==> src/rtl/fir_pkg.sv <==
// Shared definitions for the FIR sample source: mode encodings, LFSR constants
// and the per-sample pattern/LFSR helper functions.
package fir_pkg;

  localparam int FIR_W = 3;

  typedef enum logic [1:0] {
    MODE_IMPULSE = 2'd0,
    MODE_SQUARE  = 2'd1,
    MODE_ALT     = 2'd2,
    MODE_LFSR    = 2'd3
  } mode_t;

  typedef enum logic {
    ST_IDLE = 1'b0,
    ST_RUN  = 1'b1
  } state_t;

  localparam logic [15:0] LFSR_SEED = 16'hACE1;
  localparam logic [15:0] LFSR_TAPS = 16'hB400;

  // Galois right-shift step.
  function automatic logic [15:0] lfsr_next(input logic [15:0] s);
    return {1'b0, s[15:1]} ^ (s[0] ? LFSR_TAPS : 16'h0000);
  endfunction

  // Sample value for one strobe; p_high is the phase MSB (second half of the period).
  function automatic logic [FIR_W-1:0] fir_pattern(
    input logic [1:0]       mode,
    input logic [FIR_W-1:0] amp,
    input logic             p_zero,
    input logic             p_high,
    input logic             odd,
    input logic [15:0]      lfsr
  );
    logic [FIR_W-1:0] v;
    case (mode)
      MODE_IMPULSE: v = p_zero ? amp : {FIR_W{1'b0}};
      MODE_SQUARE:  v = p_high ? amp : {FIR_W{1'b0}};
      MODE_ALT:     v = odd ? FIR_W'(~amp + FIR_W'(1)) : amp;
      MODE_LFSR:    v = lfsr[FIR_W-1:0];
      default:      v = {FIR_W{1'b0}};
    endcase
    return v;
  endfunction

endpackage

==> src/rtl/fir_lfsr16.sv <==
// 16-bit Galois LFSR with synchronous reseed (reset or load) and single-step advance.
module fir_lfsr16
  import fir_pkg::*;
(
  input  logic        i_clk,
  input  logic        i_rst,
  input  logic        i_load,
  input  logic        i_adv,
  output logic [15:0] o_state
);

  logic [15:0] r_state;

  // LFSR state register: reseed has priority over advance.
  always_ff @(posedge i_clk) begin
    if (i_rst || i_load) begin
      r_state <= LFSR_SEED;
    end else if (i_adv) begin
      r_state <= lfsr_next(r_state);
    end else begin
      r_state <= r_state;
    end
  end

  assign o_state = r_state;

endmodule

==> src/rtl/fir_sample_source.sv <==
// Sample strobe generator and pattern source feeding the FIR input.
// All outputs are registered; the start edge already produces strobe 0.
module fir_sample_source
  import fir_pkg::*;
#(
  parameter int DIV    = 20,
  parameter int PERIOD = 64,
  parameter int CNT_W  = 16
) (
  input  logic             iClk_12MHz,
  input  logic             iRst,
  input  logic             iStart,
  input  logic             iStop,
  input  logic [1:0]       iMode,
  input  logic [FIR_W-1:0] iAmp,
  input  logic [CNT_W-1:0] iNumSamples,
  output logic             oEnSample_600kHz,
  output logic [FIR_W-1:0] oFirIn,
  output logic             oBusy,
  output logic             oDone
);

  localparam int DIV_W = (DIV > 1) ? $clog2(DIV) : 1;
  localparam int PH_W  = (PERIOD > 1) ? $clog2(PERIOD) : 1;

  state_t           r_state, w_state_nxt;
  logic [DIV_W-1:0] r_div, w_div_nxt;
  logic [PH_W-1:0]  r_phase, w_phase_nxt;
  logic [CNT_W-1:0] r_cnt, w_cnt_nxt;
  logic [1:0]       r_mode;
  logic [FIR_W-1:0] r_amp;
  logic [CNT_W-1:0] r_num;
  logic             r_strobe, w_strobe_nxt;
  logic [FIR_W-1:0] r_fir, w_fir_nxt;
  logic             r_busy, w_busy_nxt;
  logic             r_done, w_done_nxt;
  logic             w_latch;
  logic             w_div_wrap;
  logic [15:0]      w_lfsr;

  fir_lfsr16 u_lfsr (
    .i_clk   (iClk_12MHz),
    .i_rst   (iRst),
    .i_load  (w_latch),
    .i_adv   (r_strobe),
    .o_state (w_lfsr)
  );

  assign w_div_wrap = (r_div == DIV_W'(DIV - 1));

  // Next-state and next-output logic; r_cnt/r_phase always describe the next sample to emit.
  always_comb begin
    w_state_nxt  = r_state;
    w_div_nxt    = r_div;
    w_phase_nxt  = r_phase;
    w_cnt_nxt    = r_cnt;
    w_strobe_nxt = 1'b0;
    w_fir_nxt    = r_fir;
    w_busy_nxt   = 1'b0;
    w_done_nxt   = 1'b0;
    w_latch      = 1'b0;
    case (r_state)
      ST_IDLE: begin
        if (iStart && !iStop) begin
          w_state_nxt  = ST_RUN;
          w_latch      = 1'b1;
          w_div_nxt    = {DIV_W{1'b0}};
          w_phase_nxt  = PH_W'(1);
          w_cnt_nxt    = CNT_W'(1);
          w_strobe_nxt = 1'b1;
          w_busy_nxt   = 1'b1;
          w_fir_nxt    = fir_pattern(iMode, iAmp, 1'b1, 1'b0, 1'b0, LFSR_SEED);
        end else begin
          w_state_nxt = ST_IDLE;
        end
      end
      ST_RUN: begin
        if (iStop) begin
          w_state_nxt = ST_IDLE;
          w_fir_nxt   = {FIR_W{1'b0}};
        end else if (w_div_wrap && (r_num != {CNT_W{1'b0}}) && (r_cnt == r_num)) begin
          w_state_nxt = ST_IDLE;
          w_fir_nxt   = {FIR_W{1'b0}};
          w_done_nxt  = 1'b1;
        end else begin
          w_busy_nxt = 1'b1;
          if (w_div_wrap) begin
            w_div_nxt    = {DIV_W{1'b0}};
            w_strobe_nxt = 1'b1;
            w_fir_nxt    = fir_pattern(r_mode, r_amp, (r_phase == {PH_W{1'b0}}),
                                       r_phase[PH_W-1], r_cnt[0], w_lfsr);
            w_phase_nxt  = PH_W'(r_phase + PH_W'(1));
            w_cnt_nxt    = CNT_W'(r_cnt + CNT_W'(1));
          end else begin
            w_div_nxt = DIV_W'(r_div + DIV_W'(1));
          end
        end
      end
      default: begin
        w_state_nxt = ST_IDLE;
        w_fir_nxt   = {FIR_W{1'b0}};
      end
    endcase
  end

  // State, counters, latched configuration and registered outputs.
  always_ff @(posedge iClk_12MHz) begin
    if (iRst) begin
      r_state  <= ST_IDLE;
      r_div    <= {DIV_W{1'b0}};
      r_phase  <= {PH_W{1'b0}};
      r_cnt    <= {CNT_W{1'b0}};
      r_mode   <= 2'd0;
      r_amp    <= {FIR_W{1'b0}};
      r_num    <= {CNT_W{1'b0}};
      r_strobe <= 1'b0;
      r_fir    <= {FIR_W{1'b0}};
      r_busy   <= 1'b0;
      r_done   <= 1'b0;
    end else begin
      r_state  <= w_state_nxt;
      r_div    <= w_div_nxt;
      r_phase  <= w_phase_nxt;
      r_cnt    <= w_cnt_nxt;
      r_strobe <= w_strobe_nxt;
      r_fir    <= w_fir_nxt;
      r_busy   <= w_busy_nxt;
      r_done   <= w_done_nxt;
      if (w_latch) begin
        r_mode <= iMode;
        r_amp  <= iAmp;
        r_num  <= iNumSamples;
      end else begin
        r_mode <= r_mode;
        r_amp  <= r_amp;
        r_num  <= r_num;
      end
    end
  end

  assign oEnSample_600kHz = r_strobe;
  assign oFirIn           = r_fir;
  assign oBusy            = r_busy;
  assign oDone            = r_done;

endmodule
==> config.mk <==
export PLATFORM = sky130hd
export DESIGN_NAME = fir_sample_source
export DESIGN_NICKNAME = d
export VERILOG_FILES = /design/src/rtl/fir_pkg.sv /design/src/rtl/fir_lfsr16.sv /design/src/rtl/fir_sample_source.sv
export SDC_FILE = /design/constraint.sdc
export NUM_CORES = 1
export LEC_CHECK = 0
export BUFFER_PORTS_ARGS = -buffer_cell sky130_fd_sc_hd__buf_4
export CORE_MARGIN = 5
export CORE_UTILIZATION = 45
export DETAILED_ROUTE_END_ITERATION = 12
export GPL_TIMING_DRIVEN = 0
export PLACE_DENSITY = 0.74
export SLEW_MARGIN = 20
export SYNTH_ARGS = -nofsm -noshare
export SYNTH_HDL_FRONTEND = slang
export SYNTH_SLANG_ARGS = --single-unit
==> constraint.sdc <==
create_clock -name iClk_12MHz -period 2 [get_ports iClk_12MHz]
set_clock_uncertainty 0.15 [all_clocks]
set_input_delay 0.2 -clock iClk_12MHz [delete_from_list [all_inputs] [get_ports iClk_12MHz]]
set_output_delay 0.2 -clock iClk_12MHz [all_outputs]
set_load 0.005 [all_outputs]
* Yosys cells after proc, flatten, opt, wreduce, memory -nomap -nowiden
Cells that the tools add are included.
** Storage, ports and cells
- Input bits :: 25
- Bits in registers :: 70
- Output and inout bits :: 6
- Logic and storage cells :: 81
** Operators by class
- Mux-type cells :: 36
- $add $sub $neg :: 4
- Reduce and logical (&&, ||, !) cells :: 14
- Equal/unequal tests :: 13
- Bitwise operators :: 3
** Operator list (count)
- 2-to-1 mux 16 bit :: 5
- case mux 16 bit (2 select lines) :: 1
- 2-to-1 mux 6 bit :: 4
- 2-to-1 mux 3 bit :: 7
- 2-to-1 mux 5 bit :: 4
- adder 16 x 1 -> 16 bit (second input constant) :: 1
- equality test 16 bit :: 1
- nonzero test 16 bit :: 1
- bitwise XOR 15 x 16 -> 16 bit :: 1
- case mux 3 bit (4 select lines) :: 1
- case mux 6 bit (2 select lines) :: 1
- case mux 5 bit (2 select lines) :: 1
- case mux 3 bit (3 select lines) :: 1
- equality test 2 bit (second input constant) :: 4
- 2-to-1 mux 1 bit :: 8
- adder 6 x 1 -> 6 bit (second input constant) :: 1
- logical NOT 6 bit :: 1
- inequality test 2 bit (second input constant) :: 3
- case mux 3 bit (2 select lines) :: 1
- adder 5 x 1 -> 5 bit (second input constant) :: 1
- equality test 5 bit (second input constant) :: 1
- equality test 2 x 1 -> 1 bit (second input constant) :: 2
- logical NOT 2 bit :: 2
- inequality test 4 x 2 -> 1 bit (second input constant) :: 1
- 13 further kinds :: 16

* Depth between registers and ports, before layout
Gate-level depths: netlist (run 1).
- Word-level depth :: 8
- Depth in mapped cells :: 9
- Gate-level depth less buffers :: 8

* Cells and area by module
Synthesis (run 1) repeated with hierarchy kept, for this count alone.
** Second synthesis, totals
- Cell total of the unflattened synthesis :: 395
- Area, all modules :: 3353.2 um^2
** By module, submodules not included
- fir_sample_source :: cells each 338, area each 2728.9 um^2, sequential area each 1081.0 um^2, times used 1
- fir_lfsr16 :: cells each 57, area each 624.3 um^2, sequential area each 320.3 um^2, times used 1

* Worst setup path before layout (run 1)
OpenSTA, ideal clock, no wires.
- Path kind :: register -> register
- Start :: register r_div[0]
- End :: register r_phase[5]
- Data required time :: 1.780 ns
- Setup time :: 0.070 ns
- Cell stages (with the launch flop) :: 7
- Path slack :: 0.026 ns
- Path buffers :: 0
- Period minus slack after synthesis :: 1.974 ns
- Data arrival time :: 1.754 ns
- Cells stage by stage :: dfxtp_1 > ha_1 > nand4bb_1 > nor2_1 > o21ai_4 > or4_1 > a21oi_1
** On the way
- Longest elaborated chain between the ends :: 5
- Elaborated cells on any way between the ends :: 6
- Classes of those cells :: eq/ne (3); reduce/logical (3)
** Ends and longest elaborated chain
- start, declared :: RTL line fir_sample_source.sv:27 : logic [DIV_W-1:0] r_div, w_div_nxt;
- start signal, assigned :: RTL line fir_sample_source.sv:110 : r_div <= {DIV_W{1'b0}};
- start signal, assigned :: RTL line fir_sample_source.sv:122 : r_div <= w_div_nxt;
- equality test 5 bit * :: RTL line fir_sample_source.sv:49 : assign w_div_wrap = (r_div == DIV_W'(DIV - 1));
- logical AND 1 bit (2 in a row) :: RTL line fir_sample_source.sv:81 : end else if (w_div_wrap && (r_num != {CNT_W{1'b0}}) && (r_cnt == r_num)) begin
- inequality test 2 bit (no source line)
- AND reduction 4 bit (no source line) *
- end signal, assigned :: RTL line fir_sample_source.sv:111 : r_phase <= {PH_W{1'b0}};
- end signal, assigned :: RTL line fir_sample_source.sv:123 : r_phase <= w_phase_nxt;
- end, declared :: RTL line fir_sample_source.sv:28 : logic [PH_W-1:0] r_phase, w_phase_nxt;
Mark *: on every way between the ends. The rest lies on a longest branch, timed or not.
A chain may end at the register's enable or synchronous reset.

* Worst setup path after layout (run 1)
- Start :: register r_num[6]
- End :: register r_cnt[5]
** On the way
- Longest elaborated chain between the ends :: 5
- Elaborated cells on any way between the ends :: 6
- Classes of those cells :: eq/ne (2); reduce/logical (4)
** Ends and longest elaborated chain
- start, declared :: RTL line fir_sample_source.sv:32 : logic [CNT_W-1:0] r_num;
- start signal, assigned :: RTL line fir_sample_source.sv:115 : r_num <= {CNT_W{1'b0}};
- start signal, assigned :: RTL line fir_sample_source.sv:132 : r_num <= iNumSamples;
- start signal, assigned :: RTL line fir_sample_source.sv:136 : r_num <= r_num;
- nonzero test 16 bit :: RTL line fir_sample_source.sv:81
- logical AND 1 bit :: RTL line fir_sample_source.sv:81
- logical AND 1 bit * :: RTL line fir_sample_source.sv:81
- inequality test 2 bit (no source line) *
- AND reduction 4 bit (no source line) *
- end signal, assigned :: RTL line fir_sample_source.sv:112 : r_cnt <= {CNT_W{1'b0}};
- end signal, assigned :: RTL line fir_sample_source.sv:124 : r_cnt <= w_cnt_nxt;
- end, declared :: RTL line fir_sample_source.sv:29 : logic [CNT_W-1:0] r_cnt, w_cnt_nxt;
Marked as above.

==> results.md, run 1 <==
* Static leakage at about 1.7 nW
* Rows at 31
* Worst-case clock buffer depth at 2
* Max-cap violations at 0
* IO Port Bufs at 29
* Post-Synth Adder-Cell Area at around 1.9%
* WP buf/inv at 2
* Critical path's top delay family: simple AND/OR/NAND/NOR gates
* Worst hold slack at ~60 ps
* CTS buffer count at 9
* Core Region at between 7000 and 8000 um2
* Max Fclk at around 470 MHz
* Worst hold path class: input pin to flop
* Via Count at ~3000
* Share of cells above drive strength 1 at slightly below 30%
* Synthesized instance count at a little under 400
* Area growth, synth to finish at 33.9%
* Drt total wl at roughly 8.9 mm
* # clock sinks at 70
* Critical-path cell list: nor4_4, nand4_1, nand4_4, o21ai_4, buf_4, buf_6, or3_1, a21oi_2
* Final hold viol count at 0
* Clock transition at the registers of the reported paths at around 80 ps
* Slew at the pin closest to its max-slew limit at ~550 ps
* Vias in the first global route at 2891
* Clk_lat worst skew at 350 ps
* Max-slew violations at 0
* Mapped Area at 3360 um2
* Critical path required time at about 2100 ps
* Total power at between 3 and 4 mW
* Placed insts at ~510
* Antenna cell count at 0
* DR DRC count at 0
* Fin cells at ~560
* CTS tree: built
* Seq pwr share at between 40% and 50%
* Global-route wire length before repair at 14.0 mm
* Power Density at between 700 and 800 nW/um2
* H-tree depth at 3
* Clock group share of total power at around 43%
* Area after DPL at roughly 3700 um2
* Largest net degree at the start of global routing at 14
* GRT Resource Usage Total at between 10% and 20%
* Final setup violation count at 18
* Crit start category: flop
* Switching power at between 0.8 and 0.9 mW
* Final #Nets at 483
* Antenna violations before repair at 0
* Yosys top cell area share at between 40% and 50%
* CTS root buf: clkbuf_8
* RSZ-0062 raised after global routing: yes
* XOR/XNOR Fraction of Synth Area at 5.99%
* Int Pwr at between 2 and 2.5 mW
* IR drop worst, VDD at 643 uV
* Die ar. at between 9000 and 10000 um2
* Sequential area share after synthesis at 41.7%
* Starting density of the core at between 40% and 50%
* Crit path time final at between 2000 and 2500 ps
* YS warnings at 0
* Post-Syn Nets at approximately 420
* CP Class: flop to flop
* Antenna-violating nets left at 0
* Synth area leaders: dfxtp_1 42%, nand2_1 8.0%, a21oi_1 5.4%
* Remaining global-route overflow at 0
* Mux cell area share after synthesis at approximately 4.8%
* Die width at 96.4 um
* WP data arrival at between 2000 and 2500 ps
* Die Y at 96.4 um
* DR vias/cell at 5.52
* Yosys reg bits at 70
* Most common cell after layout, fill and taps aside: nand2_1
* Final Cycle Share at 105%
* Met3 routed WL at 467 um
* Comb pwr share at 12.2%
* Final Cell Area at ~4500 um2
* Pre-CTS setup slack at -360 ps
* DR top layer: met4
* Most frequent cells in the layout: 72 x nand2_1, 53 x dfxtp_1, 38 x buf_4
* I/O pin count at 31
* Ys async rst share at 0%
* Top FF cell, synth: dfxtp_1
* Synth Area in Simple Gates at 25.4%
* Slew HR at 63.3%
* Failing checks: negative setup slack
* DRT iter0 DRCs at ~210
* Avg Inst Size Synth at roughly 8.7 um2
* DRT met1 WL at approximately 3.8 mm
* Slowest stage delay, CP at about 360 ps
* Post-synth EDFFs at 0
* Metal2 WL at 4.37 mm
* Final Wtd Congestion at around 0.86
* Routed len/inst at 15.9 um
* Post-DP HPWL at 5.64 mm
* CP Max Fanout at 5
* Final worst slack at -105 ps
* Slowest-stage cell, CP: or3_1
* Area leader, netlist: dfxtp_1
* Critical Path Sink Type: flop
* Sw Ratio at about a quarter
* Synthesized-area fraction occupied by ao, oa, aoi and oai cells at 16.0%
* Initial DRT Pass Iterations at 4
* Status: complete, but fails checks
* Synth cell types at 55
* Largest family of logic cells by synthesized area: simple AND/OR/NAND/NOR gates
-- cell type report --
type | count | area (um2)
plain buffers | 21 | 126
fillers | 565 | 2750
repair buffers | 60 | 528
clock buffers | 9 | 124
well taps | 99 | 124
multi-input cells | 286 | 2030
flip-flops and latches | 70 | 1430
inverters | 5 | 18.8
clock inverters | 7 | 123
-- synthesized netlist by cell type, types with 3 or more instances --
cell,number
dfxtp_1,70
buf_2,5
nor2_1,21
nor4_4,3
nor2b_1,4
o211ai_1,5
or3_1,11
nor4_1,5
nand2b_1,3
nand4_1,4
nand2_1,72
a21oi_1,36
inv_1,5
o21ai_0,14
a21oi_2,4
xor2_1,15
clkbuf_1,15
nor3_1,6
nand3_1,12
a211oi_1,4
mux2i_1,16
ha_1,5
xnor2_1,8
or4_1,4
o21ai_1,3
-- sequential cells by signal, summed over array words and instances (netlist names) --
name / count
r_cnt: 16
r_num: 16
u_lfsr.o_state: 16
r_phase: 6
r_div: 5
oFirIn: 3
r_amp: 3
r_mode: 2
oBusy: 1
oDone: 1
oEnSample_600kHz: 1
-- tightest hold or removal path: cells and delay by family --
kind / cells / cell delay (ps)
simple gates: 2 / 140
buf+inv: 1 / 120
compound gates: 1 / 50
-- metal layers --
metal | track usage (%) | up-vias
met4 | 8.18 | 0
met1 | 25.4 | 1463
li1 | - | 1491
met3 | 2.71 | 22
met5 | 0 | -
met2 | 32.1 | 98
-- what timing repair did --
item,4_1_cts,5_1_grt
cloned,1,2
pin swaps,10,29
endpoints found under the setup margin,68,66
hold endpoints to repair,21,0
gates resized for setup,30,52
buffers inserted,5,2
hold buffers,21,0
-- worst paths after layout --
kind                  endpoint         startpoint  slack [ps]  cells after the start
max                   r_cnt[5]           r_num[6]        -110                      8
max reg2reg           r_cnt[5]           r_num[6]        -110                      8
min reg2reg  u_lfsr.o_state[7]  u_lfsr.o_state[7]         330                      2
min                  r_mode[0]              iStop          60                      4
-- stage by stage --
step	utilization, %	setup TNS (ps)
floorplan	-	0
finish	62.0	-1010
global route	62.0	-2580
detailed placement	51.1	-12900
CTS	59.4	-224
global placement	51.1	-10720
-- cells by family after synthesis --
| family | after synthesis |
|---|---|
| compound gates | 84 |
| xor+xnor | 23 |
| fa+ha+maj | 5 |
| buf+inv | 29 |
| flops | 70 |
| mux | 16 |
| simple gates | 158 |
-- power by group through the flow --
stage          Clock, mW  Combinational [mW]  Sequential (mW)
2_1_floorplan          0               0.213             1.49
3_3_place_gp           0               0.305             1.49
3_5_place_dp           0               0.311             1.49
4_1_cts             1.41               0.361             1.46
5_1_grt             1.49               0.432             1.47
6_report            1.41               0.399             1.47
Note: power is estimated with default switching activity, not from simulation.
==> run 2, diff against run 1 <==
Settings changed: SETUP_SLACK_MARGIN from default to 0.4.
==> results.md, run 2 (same netlist as run 1, synthesis figures left out) <==
* Critical Path Sink Type: flop
* Core Region at 7250 um2 (unchanged)
* Layout Utilization at 71.2% (+9.2 points)
* Crit path time final at 2180 ps (+76.2 ps)
* Static leakage at 1.98 nW (+18%)
* Via Count at 3451 (+12%)
* Crit start category: flop
* Vias in the first global route at 3283 (+14%)
* RSZ-0062 raised after global routing: yes
* CP Class: flop to flop
* Critical path required time at 2130 ps (about the same)
* Rows at 31 (unchanged)
* GRT Resource Usage Total at 22.6% (+3.1 points)
* Antenna-violating nets left at 0 (unchanged)
* Post-DP HPWL at 5.82 mm (+3.3%)
* IR drop worst, VDD at 481 uV (-25%)
* Most common cell after layout, fill and taps aside: nand2_1
* Worst reg-to-reg path cell count at 8 (unchanged)
* DRT iter0 DRCs at 319 (+53%)
* Die Y at 96.4 um (unchanged)
* Slowest-stage cell, CP: dfxtp_1
* Antenna violations before repair at 0 (unchanged)
* Final worst slack at -182 ps (-76.2 ps)
* CTS tree: built
* Power Density at 660 nW/um2 (-9.3%)
* Drt total wl at 11.3 mm (+28%)
* Routed len/inst at 19.2 um (+21%)
* Final hold viol count at 0 (unchanged)
* CTS root buf: clkbuf_8
* Final Wtd Congestion at 0.922 (+6.8%)
* Remaining global-route overflow at 0 (unchanged)
* Failing checks: negative setup slack
* Worst hold path class: input pin to flop
* Status: complete, but fails checks
* Worst hold slack at 209 ps (+149 ps)
* Initial DRT Pass Iterations at 5 (+1)
* Most frequent cells in the layout: 61 x nand2_1, 51 x buf_4, 46 x dfxtp_1
* Die ar. at 9300 um2 (unchanged)
* Antenna cell count at 0 (unchanged)
* Die width at 96.4 um (unchanged)
* DR DRC count at 0 (unchanged)
* I/O pin count at 31 (unchanged)
* Fin cells at 589 (+5.7%)
* Max-slew violations at 0 (unchanged)
* Worst Hold Path Cells at 5 (+1)
* H-tree depth at 3 (unchanged)
* Max Fclk at 458 MHz (-3.5%)
* Final setup violation count at 28 (+10)
* Final TNS setup at -2760 ps (-1750 ps)
* Final Cycle Share at 109% (+3.8 points)
* Largest net degree at the start of global routing at 13 (-1)
* Clk_lat worst skew at 360 ps (about the same)
* Critical-path cell list: nor4_1, nand4_1, nand4_4, o21ai_4, buf_12, buf_16, or3_1, a21oi_1
* CP Max Fanout at 5 (unchanged)
* Final #Nets at 516 (+6.8%)
* Slew at the pin closest to its max-slew limit at 735 ps (+185 ps)
* Max-cap violations at 0 (unchanged)
* Clock transition at the registers of the reported paths at 80 ps (about the same)
* CTS buffer count at 9 (unchanged)
* Slew HR at 51.0% (-12 points)
* Area growth, synth to finish at 53.6%
* # clock sinks at 70 (unchanged)
* Starting density of the core at 46.4% (unchanged)
* Total power at 3.41 mW (+4.1%)
* Placed insts at 513 (unchanged)
* Global-route wire length before repair at 16.0 mm (+14%)
* Worst-case clock buffer depth at 2 (unchanged)
* IO Port Bufs at 29 (unchanged)
* Share of cells above drive strength 1 at 41.8% (+13 points)
* DR vias/cell at 5.86 (+6.2%)
* WP data arrival at 2320 ps (+80 ps)
* Slowest stage delay, CP at 360 ps (about the same)
-- run 2: cell types whose count changed in the layout (fill, tap and decap cells not counted), moves of 6 or more --
cell | previous run | this run
a21oi_1 | 35 | 29
a21oi_2 | 5 | 11
buf_4 | 38 | 51
buf_6 | 4 | 14
dfxtp_1 | 53 | 46
dfxtp_4 | 3 | 9
nand2_1 | 72 | 61
nand2_2 | 0 | 7
-- run 2: layer usage --
layer  track usage (%)  vias to the layer above  share of wire (%)
li1                  -                     1557                  -
met1              27.5                     1667                 40
met2              38.1                      180                 50
met3              3.41                       47                6.5
met4              12.6                        0                4.0
met5                 0                        -                  0
-- run 2: power by group --
group          internal [mW]  switching (mW)  total [mW]
clock network          0.859           0.553        1.41
logic                  0.272           0.261       0.533
registers               1.42          0.0405        1.46
total                   2.55           0.855        3.41
-- run 2: worst paths after layout --
| check | slack, ps | start | to |
|---|---|---|---|
| setup reg to reg | -180 | r_num[8] | r_cnt[15] |
| hold reg to reg | 330 | r_amp[1] | r_amp[1] |
| hold / removal | 210 | iStop | r_mode[0] |
| setup / recovery | -180 | r_num[8] | r_cnt[15] |
-- run 2: critical path: cells and delay by family, from the launching register on --
kind            cells  cell delay, ps
buf+inv             2             270
flops               1             360
compound gates      2             230
simple gates        4            1090
-- run 2: per-stage QoR --
stage / worst slack [ps] / area, um2
after floorplan: 82.4 / 3530
after global placement: -94.3 / 3870
after detailed placement: -118 / 3870
after CTS: -82.4 / 4870
after global routing: -239 / 5160
final: -182 / 5160
-- run 2: repair_timing --
item | in CTS | in global routing
hold buffers | 21 | 0
setup endpoints to repair | 68 | 69
endpoints found under the hold margin | 21 | 0
resized for setup | 63 | 66
pin swaps | 29 | 17
buffers inserted | 24 | 11
cloned | 4 | 1
-- run 2: layout make-up --
cell class	instances	area [um2]
Inverter	5	18.8
Clock buffer	10	138
Clock inverter	5	106
Multi-Input combinational cell	286	2220
Tap cell	99	124
Sequential cell	70	1450
Buffer	24	226
Fill cell	471	2090
Timing Repair Buffer	90	880
